--- src/rtl/text_fetch_scheduler_pkg.sv ---
// Shared cell layout and text-mode geometry for the
// 80x48 character fetch path.
package text_fetch_scheduler_pkg;

  localparam int CELL_W = 8;
  localparam int CELL_H = 10;
  localparam int TEXT_COLUMNS = 80;
  localparam int TEXT_ROWS = 48;
  localparam int CELL_UNDERLINE_BIT = 8;
  localparam int CELL_INVERT_BIT = 9;

  typedef struct packed {
    logic [5:0] rsvd;
    logic       invert;
    logic       underline;
    logic [7:0] code;
  } cell_t;

endpackage

--- src/rtl/text_row_counter.sv ---
// Scan line within cell and row base address, advanced
// at end of line; frozen after reset until a frame wrap.
module text_row_counter
  import text_fetch_scheduler_pkg::*;
#(
  parameter int COLUMNS = TEXT_COLUMNS,
  parameter int ADDR_W = 12
) (
  input  logic              clk,
  input  logic              reset,
  input  logic              line_end,
  input  logic              frame_end,
  input  logic              text_line,
  output logic [3:0]        ychar_cnt,
  output logic [ADDR_W-1:0] row_base
);

  logic synced;

  always_ff @(posedge clk or posedge reset) begin
    if (reset) begin
      synced <= 1'b0;
      ychar_cnt <= '0;
      row_base <= '0;
    end else if (line_end) begin
      if (frame_end) begin
        synced <= 1'b1;
        ychar_cnt <= '0;
        row_base <= '0;
      end else if (text_line && synced) begin
        if (ychar_cnt == 4'(CELL_H - 1)) begin
          ychar_cnt <= '0;
          row_base <= row_base + ADDR_W'(COLUMNS);
        end else begin
          ychar_cnt <= ychar_cnt + 4'd1;
        end
      end
    end
  end

endmodule

--- src/rtl/text_fetch_scheduler.sv ---
// Cell prefetch and video RAM arbitration feeding the
// character generator; display reads always win the port.
module text_fetch_scheduler
  import text_fetch_scheduler_pkg::*;
#(
  parameter int COLUMNS = TEXT_COLUMNS,
  parameter int ROWS = TEXT_ROWS,
  parameter int H_TOTAL = 800,
  parameter int V_TOTAL = 525,
  parameter int ADDR_W = 12
) (
  input  logic              clk,
  input  logic              reset,
  input  logic [9:0]        pixel_x,
  input  logic [9:0]        pixel_y,
  output logic [2:0]        xchar,
  output logic [3:0]        ychar,
  output logic [7:0]        character_index,
  output logic              underline,
  output logic              invert,
  output logic              char_valid,
  output logic [ADDR_W-1:0] ram_addr,
  output logic              ram_we,
  output logic [15:0]       ram_wdata,
  input  logic [15:0]       ram_rdata,
  input  logic              host_req,
  input  logic [ADDR_W-1:0] host_addr,
  input  logic [15:0]       host_wdata,
  output logic              host_ack
);

  localparam int TEXT_W = COLUMNS * CELL_W;
  localparam int TEXT_H = ROWS * CELL_H;
  localparam int CELLS = COLUMNS * ROWS;

  logic line_end, frame_end, text_line, next_text;
  logic slot_col, slot_line, display_slot;
  logic visible, rd_pending, host_ok;
  logic [3:0] ychar_cnt;
  logic [ADDR_W-1:0] row_base, col_addr;
  logic [ADDR_W-1:0] line_addr, addr_q;
  cell_t rd_word, shadow, cell_q;
  logic [5:0] rsvd_unused;

  assign line_end = pixel_x == 10'(H_TOTAL - 1);
  assign frame_end = pixel_y == 10'(V_TOTAL - 1);
  assign text_line = pixel_y < 10'(TEXT_H);
  assign next_text = frame_end
                   || pixel_y < 10'(TEXT_H - 1);
  assign visible = text_line
                 && pixel_x < 10'(TEXT_W);

  text_row_counter #(
    .COLUMNS(COLUMNS),
    .ADDR_W(ADDR_W)
  ) u_rows (
    .clk(clk),
    .reset(reset),
    .line_end(line_end),
    .frame_end(frame_end),
    .text_line(text_line),
    .ychar_cnt(ychar_cnt),
    .row_base(row_base)
  );

  // Cell n+1 is read mid-cell n; column 0 is read near line end
  assign slot_col = pixel_x[2:0] == 3'd5
                  && pixel_x < 10'(TEXT_W - CELL_W)
                  && text_line;
  assign slot_line = pixel_x == 10'(H_TOTAL - 3)
                   && next_text;
  assign display_slot = slot_col | slot_line;

  assign col_addr = row_base
                  + ADDR_W'(pixel_x[9:3])
                  + ADDR_W'(1);
  assign line_addr = frame_end ? '0
                   : ychar_cnt == 4'(CELL_H - 1)
                   ? row_base + ADDR_W'(COLUMNS)
                   : row_base;

  assign host_ack = host_req & ~display_slot & ~reset;
  assign host_ok = {1'b0, host_addr}
                 < (ADDR_W + 1)'(CELLS);
  assign ram_we = host_ack & host_ok;
  assign ram_wdata = host_wdata;

  always_comb begin
    ram_addr = addr_q;
    unique case (1'b1)
      slot_col:  ram_addr = col_addr;
      slot_line: ram_addr = line_addr;
      host_ack:  ram_addr = host_addr;
      default:   ram_addr = addr_q;
    endcase
  end

  assign rd_word = cell_t'(ram_rdata);

  always_ff @(posedge clk or posedge reset) begin
    if (reset) begin
      addr_q <= '0;
      rd_pending <= 1'b0;
      shadow <= '0;
      cell_q <= '0;
      xchar <= '0;
      ychar <= '0;
      char_valid <= 1'b0;
    end else begin
      addr_q <= ram_addr;
      rd_pending <= display_slot;
      if (rd_pending) shadow <= rd_word;
      if (pixel_x[2:0] == 3'd0) cell_q <= shadow;
      xchar <= pixel_x[2:0];
      ychar <= ychar_cnt;
      char_valid <= visible;
    end
  end

  assign character_index = char_valid ? cell_q.code : 8'h00;
  assign underline = char_valid & cell_q.underline;
  assign invert = char_valid & cell_q.invert;
  assign rsvd_unused = cell_q.rsvd;

endmodule

--- config.mk ---
export PLATFORM = sky130hd
export DESIGN_NAME = text_fetch_scheduler
export DESIGN_NICKNAME = d
export VERILOG_FILES = /design/src/rtl/text_fetch_scheduler_pkg.sv /design/src/rtl/text_row_counter.sv /design/src/rtl/text_fetch_scheduler.sv
export SDC_FILE = /design/constraint.sdc
export NUM_CORES = 1
export LEC_CHECK = 0
export ABC_AREA = 1
export CORE_ASPECT_RATIO = 1.4
export CORE_MARGIN = 2
export CORE_UTILIZATION = 39
export CTS_BUF_LIST = sky130_fd_sc_hd__clkbuf_4 sky130_fd_sc_hd__clkbuf_8
export DETAILED_ROUTE_END_ITERATION = 16
export HOLD_SLACK_MARGIN = 0.02
export PLACE_DENSITY = 0.71
export SLEW_MARGIN = 20
export SYNTH_ARGS = -nofsm -noshare
export SYNTH_HDL_FRONTEND = slang
export SYNTH_SLANG_ARGS = --single-unit
--- constraint.sdc ---
create_clock -name clk -period 4.34 [get_ports clk]
set_input_delay 1.085 -clock clk [delete_from_list [all_inputs] [get_ports clk]]
set_output_delay 1.085 -clock clk [all_outputs]
set_load 0.02 [all_outputs]
==> results.md <==
- The placeable core area is 0.00908 mm².
- The required time of the worst setup path is 3.25 ns.
- The number of placement rows is 41.
- The met3 layer wire length in the routed design is 450 µm.
- Per report_power, the sequential group accounts for 43.7% of the total.
- The endpoint of the lowest-slack register-to-register path is addr_q[4]$_DFF_PP0_.
- For this design the ratio of total power to cell area is 297 mW/mm².
- The later pin in the worst-skew pair is clocked with a latency of 0.34 ns.
- After synthesis the cells add up to 0.00367 mm².
- Of the available clock period, the critical path in the final layout requires 96.5%.
- The first-iteration detailed-routing DRC count is 157.
- The via count of the first global-routing pass is 3461.
- The clock network fraction of design power is 35.4%.
- The utilization of the core after routing is 53.6%.
- Of the cells placed in the final design, the portion with a size suffix greater than 1 is 18.5%.
- The end point of the most critical hold path is ychar[1]$_DFF_PP0_.
- CTS placed an instance of sky130_fd_sc_hd__clkbuf_8 at the clock tree root.
- In the final routed layout, each cell accounts on average for 13.5 µm.
- The element type at the critical path start is an input pin.
- The maximum number of buffers from clock root to sink is 2.
- For this block, wires on met1 add up to 3.95 mm.
- The depth of the worst hold-timing path is 0.
- The largest fanout on the critical path is 3.
- Combinational cells account for 20.9% of the total power.
- The first global-routing pass estimated 15.9 mm of wire.
- The worst path needs 4.19 ns of the cycle, external delays included.
- Global routing used 19.6% of the available tracks across all layers.
- The number of standard cells in the layout, taps in and fillers out is 702.
- The leading cell type by number of instances after synthesis is sky130_fd_sc_hd__nand2_1.
- The gate count after technology mapping is 493.
- Global routing finished with a remaining overflow of 0.
- The depth of the worst register-to-register path is 11.
- Across the VDD grid, the largest voltage drop is 0.195 mV.
- The pin slew with the least headroom to its limit is 0.752 ns.
- The clock net in this run drives a total of 58 sinks.
- The number of distinct library cells after synthesis is 37.
- The detailed route wirelength on metal2 is 4.88 mm.
- The endpoint arrival time on the critical path is 3.10 ns.
- The worst register-to-register path begins at u_rows.row_base[0]$_DFFE_PP0P_.
- The number of port buffers is 76.
- The initial cell density of the core is 40.4%.
- The area growth from synthesis to layout is 32.8%.
- The area of the die is 0.0102 mm².
- The total vias in the final route is 3438.
- From left edge to right edge, the die measures 86.0 µm.
- The startpoint identified for the worst hold timing path is u_rows.ychar_cnt[1]$_DFFE_PP0P_.
- In this run switching power makes up 29.3% of total power.
- The part of the Yosys area used for sequential elements is 39.6%.
- The count of max-cap constraint violations is 0.
- 115 I/O pins were placed.
- Signal routing reaches up to met4.
- The total of flip-flops plus latches after synthesis is 58.
- The yosys synthesis warning count is 0.
- In this run the tightest slew margin relative to its limit is 49.9%.
- The die is 119 µm tall.
- The async set-reset flop share out of synthesis is 100%.
- The final estimated routing congestion in global placement is 0.908.
- The run finished with clean final reports.
- The total instance count after detailed placement is 684.
- The filler cells instantiated in the layout total 869.
- The share of synthesized area in the top cell type comes to 39.6%.
- The detailed-routing iteration count for the pre-antenna-repair pass is 4.
- Based on the critical path, the design can be clocked at up to 0.239 GHz.
- The antenna violation net count after detailed routing is 0.
- sky130_fd_sc_hd__dfrtp_1 takes more of the synthesized area than any other cell.
- The initial antenna violation count came to 0.
- By area the synthesized netlist is led by sky130_fd_sc_hd__dfrtp_1 40%, sky130_fd_sc_hd__nand2_1 13%, sky130_fd_sc_hd__inv_1 7.1%, sky130_fd_sc_hd__nand3_1 5.7%, sky130_fd_sc_hd__nand4_1 5.1%.
- The min-delay analysis places its worst path in the category reg2reg.
- The register-to-register setup slack is 2.37 ns.
- The net load switching power is 424 µW.
- The repair_antennas step left the layout with diodes totalling 0.
- At the end of the flow, the number of nets in the layout was 668.
- Wires add up to 9.50 mm.
- The leading register cell type out of synthesis is sky130_fd_sc_hd__dfrtp_1.
- The quantity of hold-fixing buffers added after cts is 0.
- Clock tree synthesis inserted a total of 9 buffers.
- In this run the static leakage power is 0.00246 µW.
- Setup violations remaining at the end of the flow were counted as 0.
- The total count of hold-check failures in the final report is 0.
- The worst clock skew on the final layout is 0.0113 ns.
- The total count of max-transition violations in the final report was 0.
- The average cell area after synthesis is 7.44 µm².
- The design internal power is 1020 µW.
- After legalization and detailed placement, the total HPWL measured 7.47 mm.
- The total DRC errors in the routed layout is 0.
- Dividing the detail-routed via count by the number of cells gives 4.90.
- Entering global routing, the biggest net connects 59 pins.
- The maximum level of the CTS H-tree is 3.
- The critical path class is in2out.
- The clock-pin transition on the worst setup and hold timing paths is 0.07 ns.
- The commonest cells after synthesis are 130 x sky130_fd_sc_hd__nand2_1, 69 x sky130_fd_sc_hd__inv_1, 58 x sky130_fd_sc_hd__dfrtp_1, 42 x sky130_fd_sc_hd__nand3_1, 35 x sky130_fd_sc_hd__nor2_1.
- TritonCTS built the clock tree.
- The number of nets in the synthesized netlist is 571.
- In this run, synthesis inferred 0 flip-flops with an integrated enable.
- Setup repair after global routing left no endpoint under its margin.
- The worst setup path is captured at an output pin.
## layout by cell type (no fill, tap or decap), types with 6 or more instances in the layout
master,instances
sky130_fd_sc_hd__o21ai_1,10
sky130_fd_sc_hd__clkbuf_2,6
sky130_fd_sc_hd__nand3_2,8
sky130_fd_sc_hd__clkdlybuf4s50_1,61
sky130_fd_sc_hd__buf_4,39
sky130_fd_sc_hd__o21ai_0,22
sky130_fd_sc_hd__inv_1,66
sky130_fd_sc_hd__nand2_1,126
sky130_fd_sc_hd__ha_1,9
sky130_fd_sc_hd__nand2_2,6
sky130_fd_sc_hd__inv_2,9
sky130_fd_sc_hd__nand3_1,40
sky130_fd_sc_hd__nand4_1,30
sky130_fd_sc_hd__dfrtp_1,58
sky130_fd_sc_hd__clkbuf_8,10
sky130_fd_sc_hd__nor2_1,35
## power by group through the flow
| stage | Clock [µW] | Sequential (µW) | Combinational (µW) |
|---|---|---|---|
| 2_1_floorplan | 0 | 637 | 180 |
| 3_3_place_gp | 0 | 641 | 306 |
| 3_5_place_dp | 0 | 643 | 315 |
| 4_1_cts | 530 | 633 | 305 |
| 5_1_grt | 551 | 640 | 338 |
| 6_report | 513 | 633 | 302 |
## state kept, by name, summed over array words and instances (netlist names)
| signal | flops |
|---|---|
| char_valid | 1 |
| u_rows.ychar_cnt | 4 |
| rd_pending | 1 |
| u_rows.synced | 1 |
| xchar | 3 |
| addr_q | 12 |
| u_rows.row_base | 12 |
| cell_q | 10 |
| ychar | 4 |
| shadow | 10 |
## worst max-delay path by stage
stage / start / endpoint / slack (ns) / cells past startpoint
after global routing: pixel_x[4] / ram_addr[3] / 0.03 / 10
after global placement: pixel_x[3] / ram_addr[6] / -0.31 / 19
after detailed placement: pixel_x[3] / ram_addr[6] / -0.35 / 19
after floorplan: reset / ram_addr[11] / 0.33 / 8
final: pixel_x[4] / ram_addr[3] / 0.15 / 10
after CTS: pixel_y[0] / ram_we / 0.001 / 11
## through the flow
step	instance area [µm²]	TNS, ns	power (µW)	hold WS (ns)	setup WS, ns
floorplan	3670	0	818	0.375	0.331
global placement	4660	-1.77	947	0.393	-0.305
detailed placement	4660	-2.40	959	0.407	-0.352
finish	4870	0	1450	0.426	0.151
global route	4870	0	1530	0.440	0.0304
CTS	4850	0	1470	0.434	0.00111
## layer usage
metal  vias up  GRT usage (%)
met5         -              0
met4         0           7.94
met3        17           3.00
met2        86           34.5
met1      1576           23.4
li1       1759              -
## cell families (layout without fill, tap and decap cells)
logic type / after synthesis / in the layout / share of synthesized area, %
compound gates: 42 / 42 / 6.59
fa+ha+maj: 11 / 11 / 3.96
flops: 58 / 58 / 39.6
buf+inv: 107 / 209 / 13.5
simple gates: 272 / 272 / 35.7
xor+xnor: 3 / 3 / 0.717
## critical path: stages
cell,delay [ns]
sky130_fd_sc_hd__clkdlybuf4s50_1,0.46
sky130_fd_sc_hd__buf_4,0.18
sky130_fd_sc_hd__ha_1,0.32
sky130_fd_sc_hd__nand3_1,0.11
sky130_fd_sc_hd__nand3_1,0.12
sky130_fd_sc_hd__buf_4,0.16
sky130_fd_sc_hd__xor2_1,0.13
sky130_fd_sc_hd__nand2_1,0.07
sky130_fd_sc_hd__nand4_1,0.12
sky130_fd_sc_hd__dlygate4sd2_1,0.35
## timing repair
action,4_1_cts,5_1_grt
resized for setup,19,26
setup endpoints to repair,12,10
setup buffers,0,2
pin swaps,0,3
## layout make-up
| type | count | area, µm² | area share, % |
|---|---|---|---|
| multi-input combinational | 328 | 1750 | 35.9 |
| sequential | 58 | 1450 | 29.8 |
| timing repair buffer | 116 | 1040 | 21.4 |
| inverter | 77 | 293 | 6.01 |
| clock buffer | 10 | 138 | 2.83 |
| tap | 107 | 134 | 2.75 |
| clock inverter | 6 | 66.3 | 1.36 |
Note: power is estimated with default switching activity, not from simulation.
==> variant (same settings) <==
`ADDR_W` is set to 12 in 2 places; all go to 13.
--- a/src/rtl/text_row_counter.sv
+++ b/src/rtl/text_row_counter.sv
@@ -4,7 +4,7 @@
   import text_fetch_scheduler_pkg::*;
 #(
   parameter int COLUMNS = TEXT_COLUMNS,
-  parameter int ADDR_W = 12
+  parameter int ADDR_W = 13
 ) (
   input  logic              clk,
   input  logic              reset,
--- a/src/rtl/text_fetch_scheduler.sv
+++ b/src/rtl/text_fetch_scheduler.sv
@@ -7,7 +7,7 @@
   parameter int ROWS = TEXT_ROWS,
   parameter int H_TOTAL = 800,
   parameter int V_TOTAL = 525,
-  parameter int ADDR_W = 12
+  parameter int ADDR_W = 13
 ) (
   input  logic              clk,
   input  logic              reset,
Interface: changed (resized host_addr and ram_addr); port bits go from 115 to 117. No check against the original RTL was run, so the function may have changed too.
==> variant against the unedited design <==
- highest routed layer unchanged
- sequential share of layout area fell by 0.49 points
- sequential cell count rose by 2
- final area rose by 5.2%
- clock power rose by 16%
- power rose by 8.4%
- global-route usage fell by 0.21 points
- worst setup slack got worse by 0.079 ns
- synthesized cell count rose by 2.0%
- wire length rose by 3.8%
- critical path type unchanged
- area after synthesis rose by 3.7%
- hold slack improved by 0.028 ns
==> variant: results <==
metrics = {
    "global_route": {
        "grt.met2_usage_pct": 34.0,
        "track_usage_pct": 19.4,
        "grtUsageMet1_pct": 22.7,
        "grt_pass1_wl_um": 16000,
        "antenna_found_initial": 0,
        "grt_pass1_vias": 3466,
        "use_met3_pct": 3.82,
        "grt_start_max_net_pins": 61,
    },
    "worst_hold_path": {
        "whs_path_depth": 0,
        "hp-class": "reg2reg",
        "hold_end": "ychar[1]",
        "min-delay-start": "u_rows.ychar_cnt[1]",
    },
    "logic_synthesis": {
        "syn_avg_cell_area_sq_um": 7.56,
        "async_reset_ff_share_pct": 100,
        "netlist_top_cells_area": "dfrtp_1 (39%), nand2_1 (13%), inv_1 (6.9%)",
        "synth_flop_cell": "dfrtp_1",
        "synthTopCellsByCount": "nand2_1 (127), inv_1 (70), dfrtp_1 (60), nand3_1 (43), nor2_1 (35)",
        "synth.distinct_cells": 39,
        "synth-seq-area-share_pct": 39.5,
        "yosys_warnings": 0,
        "synthesis.nets": 582,
    },
    "final_layout": {
        "drive_gt1_share_pct": 20.1,
        "reg_top3": "addr_q: 13 flops, u_rows.row_base: 13 flops",
        "fin_cells": 728,
        "diodes": 0,
        "n_fill_cell": 917,
        "finalNetCount": 692,
    },
    "clock_tree": {
        "cts-htree-levels": 3,
        "clkSlewWorstSetupHoldPaths_ns": 0.07,
        "cts-buffers-inserted": 9,
        "root_buffer": "clkbuf_8",
        "clock_latency_ns": 0.35,
        "cts_max_path_buffers": 2,
    },
    "worst_setup_path": {
        "regToRegStartpoint": "u_rows.row_base[0]",
        "r2r_end": "addr_q[6]",
        "slowest_stage": "clkdlybuf4s50_1",
        "ff2ff_setup_slack_ns": 2.43,
        "rr_worst_depth": 12,
        "cpLargestDelayFamily": "buffers and inverters",
        "critPathMaxFanout": 7,
        "cpPeakStageDelay_ns": 0.51,
    },
    "placement": {
        "gp_congestion": 0.902,
        "portBuffers": 78,
        "placed_cell_area_sq_um": 4870,
        "placed_cells": 708,
        "hpwlAfterDp_um": 7620,
    },
    "routing": {
        "wl_um": 9860,
        "via_per_inst": 4.90,
        "drt_iter0_markers": 133,
        "drtPass1Iterations": 4,
    },
    "outcome": {
        "outcome": "complete, no violations",
    },
    "timing": {
        "finClkSkew_ns": 0.00646,
        "slew_headroom_pct": 48.2,
    },
    "pwr": {
        "p_leak_nw": 2.58,
        "ir_worst_vdd_v": 0.000128,
    },
}
## variant: final cells by class
cell class	count	area [sq um]	area share (%)
sequential	60	1500	29.3
clock buffer	12	165	3.22
multi-input combinational	338	1820	35.6
timing repair buffer	128	1130	22.2
clock inverter	4	70.1	1.37
tap	110	138	2.69
inverter	76	290	5.67
## variant: kinds of logic after synthesis
family | count (synthesis) | synth area share, %
AO/OA/AOI/OAI | 54 | 8.00
XOR/XNOR | 5 | 1.15
adder cells (fa/ha/maj) | 11 | 3.82
buffers and inverters | 105 | 13.0
flip-flops | 60 | 39.5
AND/OR/NAND/NOR | 268 | 34.5
## variant: worst max-delay path by stage
stage | startpoint | to | slack, ns | depth (start not counted)
6_report | pixel_x[4] | ram_addr[7] | 0.07 | 11
4_1_cts | pixel_x[4] | host_ack | -0.0007 | 11
3_3_place_gp | pixel_x[3] | ram_addr[10] | -0.54 | 16
5_1_grt | pixel_x[4] | ram_addr[3] | -0.04 | 11
3_5_place_dp | pixel_x[3] | ram_addr[10] | -0.57 | 16
2_1_floorplan | reset | ram_addr[11] | 0.33 | 8
## variant: report_power, final
part           switching, W  internal, W  total, W  leakage, nW
clock network      0.000226     0.000368  0.000594        0.122
registers         0.0000275     0.000627  0.000655        0.696
logic              0.000175     0.000145  0.000320         1.76
## variant: routing by layer
metal / vias to the layer above / part of all wire [%]
met5: - / 0
met4: 0 / 1.8
met3: 12 / 4.7
met2: 97 / 52
met1: 1640 / 41
li1: 1816 / -
## variant: repair_timing
item / in CTS / in global routing
gates resized for setup: 33 / 24
buffers inserted: 0 / 4
pin swaps: 3 / 4
endpoints found under the setup margin: 14 / 14
cloned: 0 / 0
## variant: worst register-to-register path, stage by stage (launching register included)
cell	delay, ns
dfrtp_1	0.35
inv_1	0.07
ha_2	0.18
fa_2	0.34
inv_1	0.06
nand2_1	0.05
a21oi_2	0.16
buf_4	0.14
inv_1	0.05
o21ai_1	0.11
nand2_1	0.06
nand3_1	0.07
nand4_1	0.12
## variant: metrics by stage
stage / hold WS (ns) / utilization (%) / setup WS (ns) / TNS (ns) / total power [W]
final: 0.453 / 54.2 / 0.0720 / 0 / 0.00157
after CTS: 0.457 / 53.8 / -0.000692 / -0.000692 / 0.00158
after global routing: 0.480 / 54.2 / -0.0401 / -0.0760 / 0.00165
after global placement: 0.430 / 51.5 / -0.535 / -3.69 / 0.000982
after detailed placement: 0.439 / 51.5 / -0.570 / -3.93 / 0.000996
after floorplan: 0.398 / - / 0.329 / 0 / 0.000845
